<file path="src/rtl/fetch_unit_if.sv">
// Handshake bundle between the fetch unit, instruction memory, the redirect source and decode.
// The master modport is the fetch unit's side of the bundle.
interface fetch_unit_if;
    logic        redirect_valid;
    logic [31:0] redirect_addr;
    logic        imem_req_valid;
    logic [31:0] imem_req_addr;
    logic        imem_req_ready;
    logic        imem_rsp_valid;
    logic [31:0] imem_rsp_data;
    logic        if_valid;
    logic [31:0] if_pc;
    logic [31:0] if_inst;
    logic        if_misaligned;
    logic        if_ready;

    modport master (
        input  redirect_valid, redirect_addr,
        output imem_req_valid, imem_req_addr,
        input  imem_req_ready, imem_rsp_valid, imem_rsp_data,
        output if_valid, if_pc, if_inst, if_misaligned,
        input  if_ready
    );

    modport slave (
        output redirect_valid, redirect_addr,
        input  imem_req_valid, imem_req_addr,
        output imem_req_ready, imem_rsp_valid, imem_rsp_data,
        input  if_valid, if_pc, if_inst, if_misaligned,
        output if_ready
    );
endinterface

</file>
<file path="src/rtl/fetch_unit.sv">
// Program counter owner: issues one instruction fetch at a time, holds the result for decode,
// and lets redirects kill held slots or in-flight requests.
module fetch_unit #(
    parameter logic [31:0] RESET_PC = 32'h0000_0000,
    parameter logic [31:0] NOP_INST = 32'h0000_0013
) (
    input  logic         clk,
    input  logic         rst_n,
    fetch_unit_if.master bus
);

    typedef enum logic [2:0] {
        REQ,
        WAIT,
        HOLD,
        DROP,
        FAULT
    } state_t;

    state_t      state_q;
    logic [31:0] pc_q;
    logic        if_valid_q;
    logic [31:0] if_pc_q;
    logic [31:0] if_inst_q;
    logic        if_mis_q;
    logic        req_valid;
    logic        req_fire;

    // Request is gated by rst_n so nothing is issued while reset is held low.
    assign req_valid = rst_n && (state_q == REQ) && (pc_q[1:0] == 2'b00);
    assign req_fire  = req_valid && bus.imem_req_ready;

    assign bus.imem_req_valid = req_valid;
    assign bus.imem_req_addr  = pc_q;
    assign bus.if_valid       = if_valid_q;
    assign bus.if_pc          = if_pc_q;
    assign bus.if_inst        = if_inst_q;
    assign bus.if_misaligned  = if_mis_q;

    always_ff @(posedge clk) begin
        if (!rst_n) begin
            state_q    <= REQ;
            pc_q       <= RESET_PC;
            if_valid_q <= 1'b0;
            if_pc_q    <= '0;
            if_inst_q  <= '0;
            if_mis_q   <= 1'b0;
        end else if (bus.redirect_valid) begin
            pc_q       <= bus.redirect_addr;
            if_valid_q <= 1'b0;
            if_mis_q   <= 1'b0;
            // An accepted or outstanding request must still be drained before fetching again.
            case (state_q)
                REQ:        state_q <= req_fire ? DROP : REQ;
                WAIT, DROP: state_q <= bus.imem_rsp_valid ? REQ : DROP;
                default:    state_q <= REQ;
            endcase
        end else begin
            case (state_q)
                REQ: begin
                    if (pc_q[1:0] != 2'b00) begin
                        if_valid_q <= 1'b1;
                        if_pc_q    <= pc_q;
                        if_inst_q  <= NOP_INST;
                        if_mis_q   <= 1'b1;
                        state_q    <= HOLD;
                    end else if (bus.imem_req_ready) begin
                        state_q <= WAIT;
                    end
                end
                WAIT: begin
                    if (bus.imem_rsp_valid) begin
                        if_valid_q <= 1'b1;
                        if_pc_q    <= pc_q;
                        if_inst_q  <= bus.imem_rsp_data;
                        if_mis_q   <= 1'b0;
                        pc_q       <= pc_q + 32'd4;
                        state_q    <= HOLD;
                    end
                end
                HOLD: begin
                    if (if_valid_q && bus.if_ready) begin
                        if_valid_q <= 1'b0;
                        if_mis_q   <= 1'b0;
                        state_q    <= if_mis_q ? FAULT : REQ;
                    end
                end
                DROP: begin
                    if (bus.imem_rsp_valid) begin
                        state_q <= REQ;
                    end
                end
                FAULT:   state_q <= FAULT;
                default: state_q <= REQ;
            endcase
        end
    end

endmodule

</file>
<file path="src/flat_wrapper.sv">
// flat-port wrapper written by rule: the top's interface ports become plain ports
module fetch_unit_flat 
#(
    parameter logic [31:0] RESET_PC = 32'h0000_0000,
    parameter logic [31:0] NOP_INST = 32'h0000_0013
)
  (clk, rst_n, bus_redirect_valid, bus_redirect_addr, bus_imem_req_valid, bus_imem_req_addr, bus_imem_req_ready, bus_imem_rsp_valid, bus_imem_rsp_data, bus_if_valid, bus_if_pc, bus_if_inst, bus_if_misaligned, bus_if_ready);
  fetch_unit_if bus_i ();
  input  logic clk;
  input  logic rst_n;
  input wire logic [$bits(bus_i.redirect_valid)-1:0] bus_redirect_valid;
  input wire logic [$bits(bus_i.redirect_addr)-1:0] bus_redirect_addr;
  output wire logic [$bits(bus_i.imem_req_valid)-1:0] bus_imem_req_valid;
  output wire logic [$bits(bus_i.imem_req_addr)-1:0] bus_imem_req_addr;
  input wire logic [$bits(bus_i.imem_req_ready)-1:0] bus_imem_req_ready;
  input wire logic [$bits(bus_i.imem_rsp_valid)-1:0] bus_imem_rsp_valid;
  input wire logic [$bits(bus_i.imem_rsp_data)-1:0] bus_imem_rsp_data;
  output wire logic [$bits(bus_i.if_valid)-1:0] bus_if_valid;
  output wire logic [$bits(bus_i.if_pc)-1:0] bus_if_pc;
  output wire logic [$bits(bus_i.if_inst)-1:0] bus_if_inst;
  output wire logic [$bits(bus_i.if_misaligned)-1:0] bus_if_misaligned;
  input wire logic [$bits(bus_i.if_ready)-1:0] bus_if_ready;
  assign bus_i.redirect_valid = bus_redirect_valid;
  assign bus_i.redirect_addr = bus_redirect_addr;
  assign bus_imem_req_valid = bus_i.imem_req_valid;
  assign bus_imem_req_addr = bus_i.imem_req_addr;
  assign bus_i.imem_req_ready = bus_imem_req_ready;
  assign bus_i.imem_rsp_valid = bus_imem_rsp_valid;
  assign bus_i.imem_rsp_data = bus_imem_rsp_data;
  assign bus_if_valid = bus_i.if_valid;
  assign bus_if_pc = bus_i.if_pc;
  assign bus_if_inst = bus_i.if_inst;
  assign bus_if_misaligned = bus_i.if_misaligned;
  assign bus_i.if_ready = bus_if_ready;
  fetch_unit #(.RESET_PC(RESET_PC), .NOP_INST(NOP_INST)) u_core (.clk(clk), .rst_n(rst_n), .bus(bus_i));
endmodule
</file>
<file path="config.mk">
export PLATFORM = sky130hd
export DESIGN_NAME = fetch_unit_flat
export DESIGN_NICKNAME = d
export VERILOG_FILES = /design/src/rtl/fetch_unit_if.sv /design/src/rtl/fetch_unit.sv /design/src/flat_wrapper.sv
export SDC_FILE = /design/constraint.sdc
export NUM_CORES = 1
export LEC_CHECK = 0
export BUFFER_PORTS_ARGS = -buffer_cell sky130_fd_sc_hd__buf_2
export CAP_MARGIN = 20
export CORE_ASPECT_RATIO = 1.1
export CORE_MARGIN = 2
export CORE_UTILIZATION = 51
export CTS_BUF_LIST = sky130_fd_sc_hd__clkbuf_4 sky130_fd_sc_hd__clkbuf_8
export CTS_CLUSTER_DIAMETER = 50
export CTS_CLUSTER_SIZE = 30
export DETAILED_ROUTE_END_ITERATION = 8
export PLACE_DENSITY = 0.8
export SYNTH_ARGS = -nofsm -noshare
export SYNTH_HDL_FRONTEND = slang
export SYNTH_SLANG_ARGS = --single-unit
</file>
<file path="constraint.sdc">
create_clock -name clk -period 2.3 [get_ports clk]
set_input_delay 0.23 -clock clk [delete_from_list [all_inputs] [get_ports clk]]
set_output_delay 0.23 -clock clk [all_outputs]
set_load 0.005 [all_outputs]
</file>
==> results.txt, run 1 <==
* Cell at the root of the clock tree: sky130_fd_sc_hd__clkbuf_8
- Cell Area, Synth: 4480 µm²
- Status: finished clean
- Post-synthesis sequential element count: slightly above 100
- Setup violations, final: 0
- Path type of the worst setup path: register to register
- In the routed design, unresolved DRC markers number 0.
- Timing would allow up to 502 MHz.
- Adding up every negative setup slack in the final design gives 0 ns.
* Iteration-0 DRC count of the detailed router: roughly 240
- Postcts setup bufs: 0
* Buffer depth of the longest clock path: 2
- Standard-cell rows: 35
- The worst hold path was traced through 2 stages.
* Number of antenna violations at the first check in global routing: 0
- Clock skew on the completed layout was measured at 0.0120 ns.
- The count of nets left with antenna violations once routing finished came out at 0.
- Setup repair after global routing left no endpoint under its margin.
- The HPWL after detailed placement is 8580 µm.
- The path class of the tightest hold or removal check is input pin to register.
- Before antenna repair, the detailed router went through 4 iterations.
- The number of placed instances, taps included, is between 700 and 800.
- From synthesis to final layout, the design area changed by 26.6%.
- Port Buf Inserts: around 170
* Fraction of final layout cells sized beyond drive strength 1: 0.297
* Final-stage net count: 760
- Initial core utilization: 0.530
- STA classifies the critical path startpoint as a register.
- Wire length of the first global-routing pass: ~19000 µm
- Proportion of total power due to net switching: 0.269
- The internal portion of the total power is approximately 2700 µW.
- Worst skew pair latency: 0.37 ns
- Measured in cells, the most critical reg-to-reg path has a length of 5.
* I/O pin count: 169
* Global placer's final weighted congestion: roughly 0.87
- Of the total power, combinational logic draws 0.150.
- From left edge to right edge, the die measures approximately 93 µm.
* Maxcap violations: 0
- The share of synthesized area in the top cell type comes to 0.452.
- The final max-slew violation count is 0.
* CORE AREA: approximately 8500 µm²
- In this run the tightest slew margin relative to its limit is 0.515.
* Nets in the synthesized netlist: 607
- Counting the buffers created by CTS gives 9.
- Proportion of synthesized flip-flops having asynchronous set or reset: 0
- From bottom edge to top edge, the die measures between 100 and 150 µm.
* CTS tree: yes
- The synthesized design contains 0 enable-type register cells.
- The biggest area contributor in the post-synthesis netlist is sky130_fd_sc_hd__dfxtp_1.
* Worst-path clk slew: 0.09 ns
* Top fanout value on the critical path: 5
- STA classifies the critical path endpoint as a register.
* Post-synthesis instance total: approximately 540
- Clock Sinks: 101
* Routed wire length per instance: 14.9 µm
- Largest net degree at the start of global routing: 68
- Final std cells w/o fill: between 800 and 900
- Reg power frac: 0.508
* Most common cell after layout, fill and taps aside: sky130_fd_sc_hd__buf_2
* Hold-fix buffers, CTS: 0
- Of the total power, the clock network draws 0.342.
- Overall global routing resource usage: 0.247
- Ys flop type: sky130_fd_sc_hd__dfxtp_1
- Avg Inst Size Synth: between 8 and 9 µm²
- Counting distinct cell types in the post-synthesis netlist gives 42.
* Number of gates given a new drive strength after cts: 0
- Per-cell via count in the routed design: 5.44
* Vias in the first global route: a little over 4000
* Total wire length after detailed routing: around 12000 µm
- DR vias: roughly 4400
* Count of synthesis-stage warnings from yosys: 0
- Most used cells in the layout excluding fill and tap cells: 168 x sky130_fd_sc_hd__buf_2, 121 x sky130_fd_sc_hd__nand2_1, 101 x sky130_fd_sc_hd__dfxtp_1
* Areal power density over the cells: between 600 and 700 nW/µm²
- Portion of the post-synthesis area used by sequential elements: 0.452
- Global routing finished with a remaining overflow of 0.
- CP Data Required Time: 2.55 ns
- IR analysis of the VDD net gives a maximum drop of around 0.38 mV.
* Hold violation count in the final report: 0
- Time the worst path needs with I/O delays and setup: between 1.5 and 2 ns
- NetSw: 1010 µW
* Die area: 9540 µm²
- Arrival time worst endpoint: about 2.2 ns
- Final worst path period share: 0.867
- Synth area leaders: sky130_fd_sc_hd__dfxtp_1 45%, sky130_fd_sc_hd__a21boi_0 10%, sky130_fd_sc_hd__nand2_1 10%
* Static Leak: around 0.0025 µW
* H-tree depth: 3
* Slew of the pin with the lowest slew margin: approximately 0.72 ns
## state kept, by name, indices dropped and copies added (netlist names)
register	cells
u_core.bus.if_misaligned	1
u_core.state_q	3
u_core.bus.if_valid	1
u_core.bus.if_pc	32
u_core.bus.imem_req_addr	32
u_core.bus.if_inst	32
## power by group through the flow
stage	sequential [µW]	clock, µW	combinational, µW
floorplan	1940	0	310
global placement	1940	0	547
detailed placement	1950	0	563
CTS	1910	1300	565
global route	1920	1380	624
finish	1910	1290	562
## synth_stat cells, drive strengths merged (2+ instances only)
library cell	count
a211oi	3
a21boi	61
a21oi	24
a22oi	2
and2	5
and3	6
and4	4
buf	3
clkbuf	37
dfxtp	101
inv	3
mux2i	2
nand2	121
nand2b	4
nand3	42
nand4	11
nor2	9
nor2b	3
nor3	10
nor3b	4
nor4	9
o211a	8
o21ai	24
xnor2	11
xor2	17
## worst paths after layout
kind                                                  start                            to  slack, ns
worst max-delay path            u_core.bus.imem_req_addr[7]  u_core.bus.imem_req_addr[31]       0.31
worst min-delay path                   bus_redirect_addr[5]   u_core.bus.imem_req_addr[5]       0.09
worst max register to register  u_core.bus.imem_req_addr[7]  u_core.bus.imem_req_addr[31]       0.31
worst min register to register       u_core.bus.if_inst[19]        u_core.bus.if_inst[19]       0.46
## kinds of logic (layout without fill, tap and decap cells)
group / count (synthesis) / after routing / synth area share
AOI/OAI and AO/OA: 126 / 126 / 0.190
xor gates and xnor gates: 28 / 28 / 0.0548
adders and majority gates: 1 / 1 / 0.00279
buffers and inverters: 44 / 202 / 0.0397
DFF: 101 / 101 / 0.452
muxes: 2 / 2 / 0.00447
other: 0 / 1 / 0
and+or+nand+nor: 234 / 234 / 0.257
## worst max-delay path, stage by stage, from the launching register on
cell and delay [ns]:
sky130_fd_sc_hd__dfxtp_1 0.41, sky130_fd_sc_hd__clkinv_1 0.19, sky130_fd_sc_hd__or4_4 0.63, sky130_fd_sc_hd__nor4_4 0.35
sky130_fd_sc_hd__and4_1 0.25, sky130_fd_sc_hd__nor3_1 0.05
## layout make-up
cell class              count  area, µm²
flip-flops and latches    101       2020
inverters                   4       15.0
well taps                 111        139
clock inverters             5       82.6
clock buffers              11        151
diodes                      1       2.50
fillers                   730       2780
repair buffers            182        971
multi-input cells         391       2280
## per-stage QoR
stage / cell area (µm²) / utilization / setup WS, ns / hold WS (ns) / power, µW
finish: 5670 / 0.671 / 0.307 / 0.0911 / 3760
detailed placement: 5430 / 0.643 / 0.338 / 0.453 / 2510
global route: 5670 / 0.670 / 0.155 / 0.0785 / 3930
CTS: 5670 / 0.670 / 0.324 / 0.0831 / 3770
floorplan: 4480 / - / 0.295 / 0.367 / 2250
global placement: 5430 / 0.643 / 0.414 / 0.444 / 2490
## metal layers
layer | GRT usage | wire [µm] | vias up
li1 | - | - | 2154
met1 | 0.320 | 5030 | 2054
met2 | 0.402 | 5900 | 155
met5 | 0 | 0 | -
met4 | 0.0882 | 233 | 0
met3 | 0.0619 | 816 | 22
(Power assumes the default switching activity.)
==> inputs of run 2 (changes only) <==
--- a/config.mk
+++ b/config.mk
@@ -9,12 +9,12 @@
 export CAP_MARGIN = 20
 export CORE_ASPECT_RATIO = 1.1
 export CORE_MARGIN = 2
-export CORE_UTILIZATION = 51
-export CTS_BUF_LIST = sky130_fd_sc_hd__clkbuf_4 sky130_fd_sc_hd__clkbuf_8
+export CORE_UTILIZATION = 49
+export CTS_BUF_LIST = sky130_fd_sc_hd__clkbuf_8 sky130_fd_sc_hd__clkbuf_16
 export CTS_CLUSTER_DIAMETER = 50
 export CTS_CLUSTER_SIZE = 30
 export DETAILED_ROUTE_END_ITERATION = 8
-export PLACE_DENSITY = 0.8
+export PLACE_DENSITY = 0.77
 export SYNTH_ARGS = -nofsm -noshare
 export SYNTH_HDL_FRONTEND = slang
 export SYNTH_SLANG_ARGS = --single-unit
==> run 2 against run 1 <==
Net effect:
- first-iteration DRC count fell by 18%
- maximum frequency is 0.77% lower
- worst hold slack lost 0.017 ns
- combinational power decreased by 1%
- critical path type unchanged
- largest power group unchanged
==> results.txt, run 2 (synthesized netlist as in run 1, its figures left out) <==
* Number of filler instances in the final layout: 784 (was 730)
- Critical Path Source Type: register (unchanged)
- The number of global-route vias before repair was 3938 (was 4027).
* Fmax: 498 MHz (was 502 MHz)
* Post-Route Utilization: 0.639 (was 0.671)
- The CTS tree was yes (unchanged).
* Hold violation count in the final report: 0 (unchanged)
- Status: finished clean (unchanged).
* CORE AREA: 8870 µm² (was 8450 µm²)
- Worst skew pair latency: 0.37 ns (about the same)
* Post-detail-place hpwl: 8630 µm (was 8580 µm)
- The power per unit of standard cell area was 670 nW/µm² (was 663 nW/µm²).
* Buffer depth of the longest clock path: 2 (unchanged)
* Fraction of final layout cells sized beyond drive strength 1: 0.295 (was 0.297)
- The pin count of the biggest net entering global routing came to 68 (unchanged).
- Number of gates given a new drive strength after cts: 0 (unchanged)
- Initial core utilization: 0.505 (was 0.530)
* Maxcap violations: 0 (unchanged)
* Arrival time worst endpoint: 2.28 ns (was 2.24 ns)
* Maximum single-stage delay on the critical path: 0.64 ns (was 0.63 ns)
- Routed wl met2: 5860 µm (was 5900 µm)
- The post-layout net count came to 760 (unchanged).
- Most used cells in the layout excluding fill and tap cells: 168 x sky130_fd_sc_hd__buf_2, 121 x sky130_fd_sc_hd__nand2_1, 101 x sky130_fd_sc_hd__dfxtp_1 (unchanged).
- Number of antenna violations at the first check in global routing: 0 (unchanged)
* Routed wire length per instance: 14.6 µm (was 14.9 µm)
* Path type of the worst setup path: register to register (unchanged)
- The max-slew headroom at the worst pin came to 0.613 (was 0.515).
- Static Leak: 0.00246 µW (about the same)
- Detailed-routing iteration count for the pre-antenna-repair pass: 4 (unchanged)
- Antenna diode count: 0 (was 1)
* Critical path buffer and inverter count: 1 (unchanged)
- Reg2Reg Depth: 5 (unchanged)
- Worst Hold Path Cells: 3 (was 2)
* H-tree depth: 3 (unchanged)
- The weighted congestion at the end of routability-driven global placement is 0.823 (was 0.873).
- The growth of design area from synthesis to finish was 26.7% (was 26.6%).
- The final critical delay including setup and external delays was 2.01 ns (was 1.99 ns).
- The leftover overflow at the end of global routing came to 0 (unchanged).
* Clock Sinks: 101 (unchanged)
- Worst min-delay path category: input pin to register (unchanged)
- The total length of routed met3 wires came to 685 µm (was 816 µm).
- Kind of end point of the critical path: register (unchanged)
* DIE WIDTH: 95.1 µm (was 93.3 µm)
- RR Endpoint: u_core.bus.imem_req_addr[31] (unchanged)
* Final worst path period share: 0.873 (was 0.867)
- Family with the most delay on the worst path: simple AND/OR/NAND/NOR gates (unchanged)
- Per-cell via count in the routed design: 5.30 (was 5.44)
* IR Drop Worst-Case VDD: 0.399 mV (was 0.384 mV)
- The via total after detailed routing is 4283 (was 4385).
- The residual DRC count came to 0 (unchanged).
- The detailed-route wire length came to 11800 µm (was 12000 µm).
- Highest signal layer in the routed design: met4 (unchanged)
* Top fanout value on the critical path: 5 (unchanged)
* Postcts setup bufs: 0 (unchanged)
- The met1 routed wirelength after detailed routing came to 5030 µm (about the same).
- RSZ-0062 raised after global routing: no (unchanged)
- Port Buf Inserts: 168 (unchanged)
- The final setup skew is 0.00489 ns (was 0.0120 ns).
* Cell at the root of the clock tree: sky130_fd_sc_hd__clkbuf_8 (unchanged)
- The clock transition time at the flip-flop clock pins of the worst setup and hold paths came to 0.09 ns (about the same).
- Cell-by-cell listing of the critical path: clkinv_1, or4_4, nor4_4, and4_1, nor3_1 (unchanged)
- Launch point of the worst reg-to-reg path: u_core.bus.imem_req_addr[7] (unchanged)
- The DRC marker count from the first detailed-route iteration came to 195 (was 238).
- The number of cell rows is 36 (was 35).
* Hold-fix buffers, CTS: 0 (unchanged)
* Overall die height: 104 µm (was 102 µm)
* Wire length of the first global-routing pass: 19200 µm (was 19000 µm)
* CTS buffer count: 9 (unchanged)
- The number of logic stages on the critical path including buffering is 5 (unchanged).
* I/O pin count: 169 (unchanged)
- The overall track demand over capacity in global routing came to 0.243 (was 0.247).
* CP Data Required Time: 2.57 ns (was 2.55 ns)
* Reg2reg setup slack: 0.29 ns (was 0.31 ns)
- The capture point of the critical path was u_core.bus.imem_req_addr[31] (unchanged).
- The final max-slew violation count came to 0 (unchanged).
- The number of nets still failing antenna checks after routing is 0 (unchanged).
* Slew of the pin with the lowest slew margin: 0.566 ns (was 0.721 ns)
- The overall die area is 9920 µm² (was 9540 µm²).
* Most common cell after layout, fill and taps aside: sky130_fd_sc_hd__buf_2 (unchanged)
- The cell with the biggest individual delay on the critical path was sky130_fd_sc_hd__or4_4 (unchanged).
- Critical path origin: u_core.bus.imem_req_addr[7] (unchanged)
- The accumulated negative setup slack came to 0 ns (unchanged).
- The number of setup violations in the final report was 0 (unchanged).
[run 2: cell count changes in the layout (fill, tap and decap cells not counted), sizes merged]
cell / previous run / this run
diode: 1 / 0
inv: 3 / 4
bufinv: 2 / 3
clkinvlp: 0 / 1
clkinv: 4 / 3
clkbuf: 11 / 9
[run 2: cell type report]
class / instances / area (µm²) / area share
multi-input cells: 391 / 2280 / 0.403
flip-flops and latches: 101 / 2020 / 0.356
repair buffers: 182 / 971 / 0.171
well taps: 114 / 143 / 0.0251
clock buffers: 9 / 124 / 0.0218
clock inverters: 7 / 115 / 0.0203
inverters: 4 / 15.0 / 0.00265
[run 2: worst min-delay path, delay by kind of cell]
kind            cells  cell delay, ns
compound gates      1            0.06
simple gates        1            0.05
buf+inv             1            0.08
[run 2: worst min-delay path by stage]
| stage | start | slack [ns] | endpoint |
|---|---|---|---|
| global route | bus_redirect_addr[5] | 0.06 | u_core.bus.imem_req_addr[5] |
| floorplan | bus_redirect_addr[30] | 0.37 | u_core.bus.imem_req_addr[30] |
| detailed placement | u_core.bus.if_pc[28] | 0.45 | u_core.bus.if_pc[28] |
| global placement | u_core.bus.if_inst[3] | 0.45 | u_core.bus.if_inst[3] |
| CTS | bus_redirect_addr[30] | 0.06 | u_core.bus.imem_req_addr[30] |
| finish | bus_redirect_addr[30] | 0.07 | u_core.bus.imem_req_addr[30] |
[run 2: routing by layer]
| metal | GRT usage | vias to the layer above |
|---|---|---|
| li1 | - | 2154 |
| met1 | 0.316 | 1969 |
| met2 | 0.392 | 140 |
| met3 | 0.0449 | 20 |
| met4 | 0.102 | 0 |
| met5 | 0 | - |
[run 2: power breakdown]
part	internal [µW]	total (µW)	switching, µW
clock network	718	1330	616
registers	1830	1910	81.6
logic	238	555	317
total	2790	3800	1010
[run 2: through the flow]
stage / area, µm² / hold WS, ns / setup WS, ns / cells / total power, µW
global route: 5670 / 0.0632 / 0.133 / 808 / 3970
global placement: 5440 / 0.445 / 0.410 / 792 / 2490
detailed placement: 5440 / 0.454 / 0.321 / 792 / 2500
floorplan: 4480 / 0.367 / 0.295 / 536 / 2250
finish: 5670 / 0.0740 / 0.291 / 808 / 3800
CTS: 5670 / 0.0625 / 0.310 / 808 / 3820
